--- config.mk ---
export PLATFORM = sky130hd
export DESIGN_NAME = gshare_predictor
export DESIGN_NICKNAME = d
export VERILOG_FILES = /design/src/rtl/rv32im_types.sv /design/src/rtl/gshare_pht.sv /design/src/rtl/gshare_predictor.sv
export SDC_FILE = /design/constraint.sdc
export NUM_CORES = 1
export LEC_CHECK = 0
export ABC_CLOCK_PERIOD_IN_PS = 12450
export BUFFER_PORTS_ARGS = -buffer_cell sky130_fd_sc_hd__buf_2
export CAP_MARGIN = 20
export CORE_MARGIN = 2
export CORE_UTILIZATION = 50
export CTS_CLUSTER_SIZE = 28
export DETAILED_ROUTE_END_ITERATION = 16
export PLACE_DENSITY = 0.71
export RECOVER_POWER = 100
export SYNTH_ARGS = -nofsm -noshare
export SYNTH_HDL_FRONTEND = slang
export SYNTH_SLANG_ARGS = --single-unit
--- constraint.sdc ---
create_clock -name clk -period 12.45 [get_ports clk]
set_clock_uncertainty 0.2 [all_clocks]
set_input_delay 2.49 -clock clk [delete_from_list [all_inputs] [get_ports clk]]
set_output_delay 2.49 -clock clk [all_outputs]
set_load 0.03 [all_outputs]
--- src/rtl/rv32im_types.sv ---
// rv32im_types: types shared across the RV32IM core.
// Holds the major opcodes the branch predictor decodes and the 2-bit
// saturating counter type, along with the counter's update function.
package rv32im_types;

  // Major opcodes, instruction bits [6:0].
  localparam logic [6:0] op_b_br   = 7'b1100011;
  localparam logic [6:0] op_b_jal  = 7'b1101111;
  localparam logic [6:0] op_b_jalr = 7'b1100111;

  // Two-bit saturating direction counter. The MSB is the taken prediction.
  typedef enum logic [1:0] {
    SNT = 2'b00,
    WNT = 2'b01,
    WT  = 2'b10,
    ST  = 2'b11
  } bp_counter_t;

  // Move one step toward the resolved direction, holding at SNT and ST.
  function automatic bp_counter_t bp_counter_next(input bp_counter_t ctr,
                                                  input logic        taken);
    logic [1:0] v;
    v = ctr;
    if (taken) begin
      if (v != 2'b11) v = v + 2'd1;
    end else begin
      if (v != 2'b00) v = v - 2'd1;
    end
    return bp_counter_t'(v);
  endfunction

endpackage

--- src/rtl/gshare_pht.sv ---
// gshare_pht: pattern history table of 2-bit saturating counters.
// One combinational read port (fetch) and one synchronous read-modify-write
// port (commit training).
// Build option: GSHARE_PHT_BYPASS_EN forwards a same-cycle write to the read
// port when both ports address the same entry.
// Ports:
//   clk, rst        clock, synchronous active-high reset (all entries -> WNT)
//   rd_idx_i        fetch index
//   rd_ctr_o        counter at rd_idx_i (combinational)
//   wr_en_i         train the entry at wr_idx_i this cycle
//   wr_idx_i        training index
//   wr_taken_i      resolved direction used for training
module gshare_pht
  import rv32im_types::*;
#(
  parameter int IDX_W = 8
) (
  input  logic             clk,
  input  logic             rst,
  input  logic [IDX_W-1:0] rd_idx_i,
  output bp_counter_t      rd_ctr_o,
  input  logic             wr_en_i,
  input  logic [IDX_W-1:0] wr_idx_i,
  input  logic             wr_taken_i
);

  localparam int ENTRIES = 1 << IDX_W;

  bp_counter_t pht_q [ENTRIES];
  bp_counter_t wr_ctr_cur;
  bp_counter_t wr_ctr_d;

  assign wr_ctr_cur = pht_q[wr_idx_i];
  assign wr_ctr_d   = bp_counter_next(wr_ctr_cur, wr_taken_i);

  always_ff @(posedge clk) begin
    if (rst) begin
      for (int i = 0; i < ENTRIES; i++) begin
        pht_q[i] <= WNT;
      end
    end else if (wr_en_i) begin
      pht_q[wr_idx_i] <= wr_ctr_d;
    end
  end

`ifdef GSHARE_PHT_BYPASS_EN
  // Write-to-read forward: fetch sees the counter value commit is writing.
  assign rd_ctr_o = (wr_en_i && (wr_idx_i == rd_idx_i)) ? wr_ctr_d : pht_q[rd_idx_i];
`else
  // Fetch sees the stored counter; a same-cycle update shows up next cycle.
  assign rd_ctr_o = pht_q[rd_idx_i];
`endif

endmodule

--- src/rtl/gshare_predictor.sv ---
// gshare_predictor: global-history conditional branch direction predictor.
// Fetch index = pc[PHT_INDEX+1:2] ^ zero-extended spec history; commit index
// uses the architectural history as it stood before this cycle's update.
// Build option: GSHARE_PHT_BYPASS_EN (see gshare_pht) forwards a same-cycle
// commit write to the fetch prediction.
// Ports:
//   clk, rst        clock, synchronous active-high reset
//   fetch_valid     fetch presents pc this cycle
//   pc              fetch PC
//   fetch_is_br     predecoded conditional branch at pc
//   predict_take    direction prediction for pc (combinational)
//   rob_commit      ROB head commits this cycle
//   commit_pc       PC of the committing instruction
//   commit_opcode   opcode of the committing instruction
//   commit_br_take  resolved direction of the committing instruction
//   flush           backend redirect; restore spec history from arch history
//   spec_ghr        speculative global history (registered)
module gshare_predictor
  import rv32im_types::*;
#(
  parameter int PHT_INDEX = 8,
  parameter int GHR_WIDTH = 8
) (
  input  logic                 clk,
  input  logic                 rst,
  input  logic                 fetch_valid,
  input  logic [31:0]          pc,
  input  logic                 fetch_is_br,
  output logic                 predict_take,
  input  logic                 rob_commit,
  input  logic [31:0]          commit_pc,
  input  logic [6:0]           commit_opcode,
  input  logic                 commit_br_take,
  input  logic                 flush,
  output logic [GHR_WIDTH-1:0] spec_ghr
);

  logic [GHR_WIDTH-1:0] spec_ghr_q, spec_ghr_d;
  logic [GHR_WIDTH-1:0] arch_ghr_q, arch_ghr_d;
  logic [PHT_INDEX-1:0] fetch_idx;
  logic [PHT_INDEX-1:0] commit_idx;
  logic                 br_commit;
  bp_counter_t          fetch_ctr;
  logic [1:0]           fetch_ctr_bits;

  // Hash: history is zero-extended, so index bits above GHR_WIDTH come
  // straight from the PC.
  for (genvar gi = 0; gi < PHT_INDEX; gi++) begin : g_hash
    if (gi < GHR_WIDTH) begin : g_mix
      assign fetch_idx[gi]  = pc[gi+2] ^ spec_ghr_q[gi];
      assign commit_idx[gi] = commit_pc[gi+2] ^ arch_ghr_q[gi];
    end else begin : g_pass
      assign fetch_idx[gi]  = pc[gi+2];
      assign commit_idx[gi] = commit_pc[gi+2];
    end
  end

  assign br_commit = rob_commit && (commit_opcode == op_b_br);

  gshare_pht #(
    .IDX_W (PHT_INDEX)
  ) u_pht (
    .clk        (clk),
    .rst        (rst),
    .rd_idx_i   (fetch_idx),
    .rd_ctr_o   (fetch_ctr),
    .wr_en_i    (br_commit),
    .wr_idx_i   (commit_idx),
    .wr_taken_i (commit_br_take)
  );

  assign fetch_ctr_bits = fetch_ctr;
  assign predict_take   = !rst && fetch_is_br && fetch_ctr_bits[1];

  always_comb begin
    arch_ghr_d = arch_ghr_q;
    spec_ghr_d = spec_ghr_q;
    if (br_commit) begin
      arch_ghr_d = {arch_ghr_q[GHR_WIDTH-2:0], commit_br_take};
    end
    // Flush restores from the post-commit arch history and overrides any
    // fetch-side shift in the same cycle.
    if (flush) begin
      spec_ghr_d = arch_ghr_d;
    end else if (fetch_valid && fetch_is_br) begin
      spec_ghr_d = {spec_ghr_q[GHR_WIDTH-2:0], predict_take};
    end
  end

  always_ff @(posedge clk) begin
    if (rst) begin
      spec_ghr_q <= '0;
      arch_ghr_q <= '0;
    end else begin
      spec_ghr_q <= spec_ghr_d;
      arch_ghr_q <= arch_ghr_d;
    end
  end

  assign spec_ghr = spec_ghr_q;

  // PC bits outside the index field do not take part in prediction.
  logic unused_pc_bits;
  assign unused_pc_bits = ^{pc[31:PHT_INDEX+2], pc[1:0],
                            commit_pc[31:PHT_INDEX+2], commit_pc[1:0]};

endmodule

# Yosys cells after proc, flatten, opt, wreduce, memory -nomap -nowiden
# Memories as Yosys holds them, arrays and structs flattened.
# Index checks and enable logic that the tools add are counted.
op_classes:
  n_addsub: 2
  n_eq_ne: 2
  muxes: 14
  bitwise_logic: 16
  n_reduce_logical: 8
ops:
  columns: ["op", "count"]
  rows:
  - ["$mux W8", 4]
  - ["$xor A1 B1 Y1", 16]
  - ["$mux W2", 4]
  - ["$eq A7 B7 Y1 const B", 1]
  - ["$mux W1", 6]
  - ["$logic_and A1 B1 Y1", 4]
  - ["$reduce_bool A2 Y1", 2]
  - ["$add A2 B1 Y2 const B", 1]
  - ["$ne A2 B2 Y1 const B", 1]
  - ["$reduce_or A2 Y1", 1]
  - ["$sub A2 B1 Y2 const B", 1]
  - ["$logic_not A1 Y1", 1]
word_totals:
  reg_bits: 16
  ram_bits: 512
  elab_cells: 45
  mem_count: 1
memory_table:
  columns: ["name", "words", "word_bits", "rd", "rd_ports_with_merged_regs", "write_ports", "line_no", "source"]
  rows:
  - ["u_pht.pht_q", 256, 2, 2, 0, 256, "gshare_pht.sv:29", "bp_counter_t pht_q [ENTRIES];"]

# Depth between registers and ports, before layout
logic_depth:
  depth_word: 7
  mapped_depth: 13
  depth_no_buf: 9

# By module
# From an unflattened synthesis, not the netlist that was laid out.
unflattened:
  cells_unflattened: 2305
  area_unflattened_um2: 31416.4
by_module_without_submodules:
  columns: ["module", "instances", "cells_per_inst", "area_per_inst_um2"]
  rows:
  - ["gshare_pht", 1, 2204, 30521.8]
  - ["gshare_predictor", 1, 101, 894.6]

# Least setup slack after synthesis
# Ideal clock, no wire load.
synth_timing:
  path_type: "input to output"
  startpoint: "input pc[4]"
  endpoint: "output predict_take"
  arrival_ns: 5.573
  required_ns: 9.760
  setup_slack_ns: 4.187
  stages: 9
  n_path_buf: 2
  path_cell_list: "xor2_1 > buf_2 > buf_2 > nor2_1 > nor3_1 > a21oi_1 > o2111a_1 > o31a_1 > nor4b_1"
synth_via:
  elab_chain_len: 3
synth_lines:
  columns: ["element", "line_no", "source"]
  rows:
  - ["start: declaration", "gshare_predictor.sv:27", "input logic [31:0] pc,"]
  - ["$xor A1 B1 Y1", "gshare_predictor.sv:50", "assign fetch_idx[gi] = pc[gi+2] ^ spec_ghr_q[gi];"]
  - ["$mem_v2 Z256 W2", null, null]
  - ["$logic_and A1 B1 Y1", "gshare_predictor.sv:73", "assign predict_take = !rst && fetch_is_br && fetch_ctr_bits[1];"]
  - ["end: declaration", "gshare_predictor.sv:29", "output logic predict_take,"]
# Every way passes these cells.

==> impl_metrics.json <==
{
  "ios": 87,
  "crit_family": "buffers and inverters",
  "max_freq_ghz": 0.09430,
  "coreArea_mm2": 0.05617,
  "synth_area_mm2": 0.02826,
  "fin_crit_sh": 0.8517,
  "grt-ovfl-total": 0,
  "cts_tree": "done",
  "seq_area_mm2": 0.01570,
  "outcome": "finished, violations left",
  "cp_num_buf_inv": 4,
  "max-clock-path-buffers": 3,
  "worst_setup_path_start_kind": "input pin",
  "async_flop_share": 0,
  "multi_input_area_mm2": 0.01157,
  "drive_gt1_frac": 0.1087,
  "initial_core_util": 0.5032,
  "layout_commonest_cell": "edfxtp_1",
  "die_area_mm2": 0.05845,
  "cp_cell_sequence": "buf_2 -> xor2_4 -> buf_12 -> clkbuf_1 -> mux2i_1 -> o22ai_1 -> o41ai_1 -> nand4_1 -> o22ai_1 -> or2_0 -> maj3_4 -> buf_4 -> nor3_1",
  "criticalPathCategory": "input pin to flip-flop",
  "die_w_um": 241.8,
  "setup_viol": 0,
  "ys_types": 42,
  "finalNonFillerCells": 3111,
  "diodes": 0,
  "slew_violations": 431,
  "yosys.area.top_type": "edfxtp_1",
  "drtIter0Drc": 3290,
  "cts-resized-gates": 0,
  "worst-path-max-fanout": 130,
  "grt_pass1_vias": 21138,
  "wire_per_inst_um": 29.11,
  "maxCapViolCount": 16,
  "hold_viol": 0,
  "hpwl_um": 53440,
  "synth_flop_cell": "edfxtp_1",
  "syn_area_per_cell_um2": 11.67,
  "total_power_mw": 4.138,
  "routed_wl_um": 90560,
  "end_kind": "flip-flop",
  "required_ns": 12.58,
  "critPathLaunch": "commit_pc[2]",
  "cts_buffers": 52,
  "cp_slowest_stage_delay_ns": 2.95,
  "area_growth_pct": 9.031,
  "fillers": 4710,
  "dp_cells": 2998,
  "fin_setup_tns_ns": 0,
  "syn_nets": 2500,
  "cts_setup_buffers": 0,
  "critPathSlowestCell": "clkbuf_1",
  "arrival_ns": 10.73,
  "root_buffer": "clkbuf_16",
  "gp_congestion": 0.9217,
  "hold_class": "flip-flop to flip-flop",
  "cts_sinks": 528,
  "ant_nets": 0,
  "nets": 2391,
  "peakVddDrop_v": 0.00009633,
  "power.density_mw_per_mm2": 134.3,
  "synth_warnings": 0,
  "remaining_drc_errors": 0,
  "ys_seq_area_frac": 0.5553,
  "min-delay-start": "spec_ghr[7]",
  "vias_per_cell": 6.905,
  "netlist_instances": 2422,
  "port_buffers": 38,
  "power_leakage_nw": 10.67,
  "die_h_um": 241.8,
  "synth_edf_count": 512,
  "synth_top_area_frac": 0.5440,
  "ys_seq_elements": 528,
  "insertion_delay_ns": 0.63,
  "hold_buffers": 0,
  "vias": 21483,
  "grt_pass1_wl_um": 133000,
  "rows": 87,
  "grt_max_degree": 179,
  "cts.clk_slew.worst_paths_ns": 0.06,
  "antenna_found_initial": 1,
  "synth.area.top_cells": "edfxtp_1 (54%), mux2i_1 (9.7%), mux4_2 (5.5%), a21o_1 (5.3%), nand3_1 (4.7%)",
  "final_cell_mix": "edfxtp_1 (512), mux2i_1 (274), nand3_1 (256)",
  "h-tree-depth": 2,
  "relSlewSlack": -1.729,
  "violations": "capacitance limit, slew limit",
  "grt_use_total": 0.3040,
  "min_period_ns": 10.60,
  "r2r-start": "arch_ghr_q[0]",
  "crit_top_cell": "o22ai_1",
  "tightest_slew_ns": 4.094,
  "rsz0062_at_grt": "false",
  "dr.pass1.iters": 7
}
[sequential cells by signal, summed over array words and instances, names as in the netlist]
signal	count
spec_ghr	8
arch_ghr_q	8
u_pht.pht_q	512
[worst paths after layout]
kind / cells after the start / slack (ns) / to
setup / recovery: 13 / 1.85 / u_pht.pht_q[192][1]
hold / removal: 2 / 0.39 / spec_ghr[7]
setup reg to reg: 12 / 3.34 / u_pht.pht_q[192][1]
hold reg to reg: 2 / 0.39 / spec_ghr[7]
[synth_stat cells, drive strengths merged (2+ instances only)]
master and n:
nor2 116, maj3 2, a21o 198, nor4 2
xnor2 14, and2 2, o21ai 9, nand2b 63
o41ai 32, mux4 69, dfxtp 16, xor2 15
clkbuf 191, or2 3, mux2i 274, nand3 264
o22ai 134, nand2 169, mux2 2, nand4 9
buf 83, a21oi 4, a2111oi 2, edfxtp 512
o211ai 3, nor3 222
[logic make-up after synthesis]
logic type      synth area share
compound gates           0.09801
xor+xnor                0.008987
fa+ha+maj              0.0007083
buf+inv                  0.04166
flops                     0.5553
mux                       0.1528
simple gates              0.1425
[per-layer routing]
layer | track usage | share of wire | vias up
met5 | 0 | 0.00017 | -
li1 | - | - | 9011
met3 | 0.07902 | 0.13 | 405
met2 | 0.4788 | 0.46 | 1599
met1 | 0.3718 | 0.34 | 10466
met4 | 0.1984 | 0.078 | 2
[worst min-delay path: stages (launching register included)]
cell and delay (ns):
dfxtp_1 0.33, mux2i_1 0.12, o21ai_0 0.09
[area by class of cell]
class,instances,area share
Clock buffer,58,0.04365
Tap cell,756,0.03070
Timing Repair Buffer,111,0.02724
Clock inverter,38,0.01348
Multi-Input combinational cell,1619,0.3755
Inverter,1,0.0001218
Sequential cell,528,0.5093
[where the power goes]
group / switching, mW / internal [mW]
Sequential: 0.0201 / 1.98
Clock: 0.699 / 0.962
Combinational: 0.333 / 0.144
Total: 1.05 / 3.09
[through the flow]
step	util	hold WS (ns)	setup WS [ns]	cell area, um2
after floorplan	-	0.3416	4.187	28260
after global placement	0.5158	0.3803	3.486	28970
after detailed placement	0.5161	0.3794	3.499	28990
after CTS	0.5474	0.3891	3.474	30750
after global routing	0.5486	0.4313	1.658	30820
final	0.5486	0.3922	1.846	30820
No activity file was read; power rests on OpenSTA's default activity.
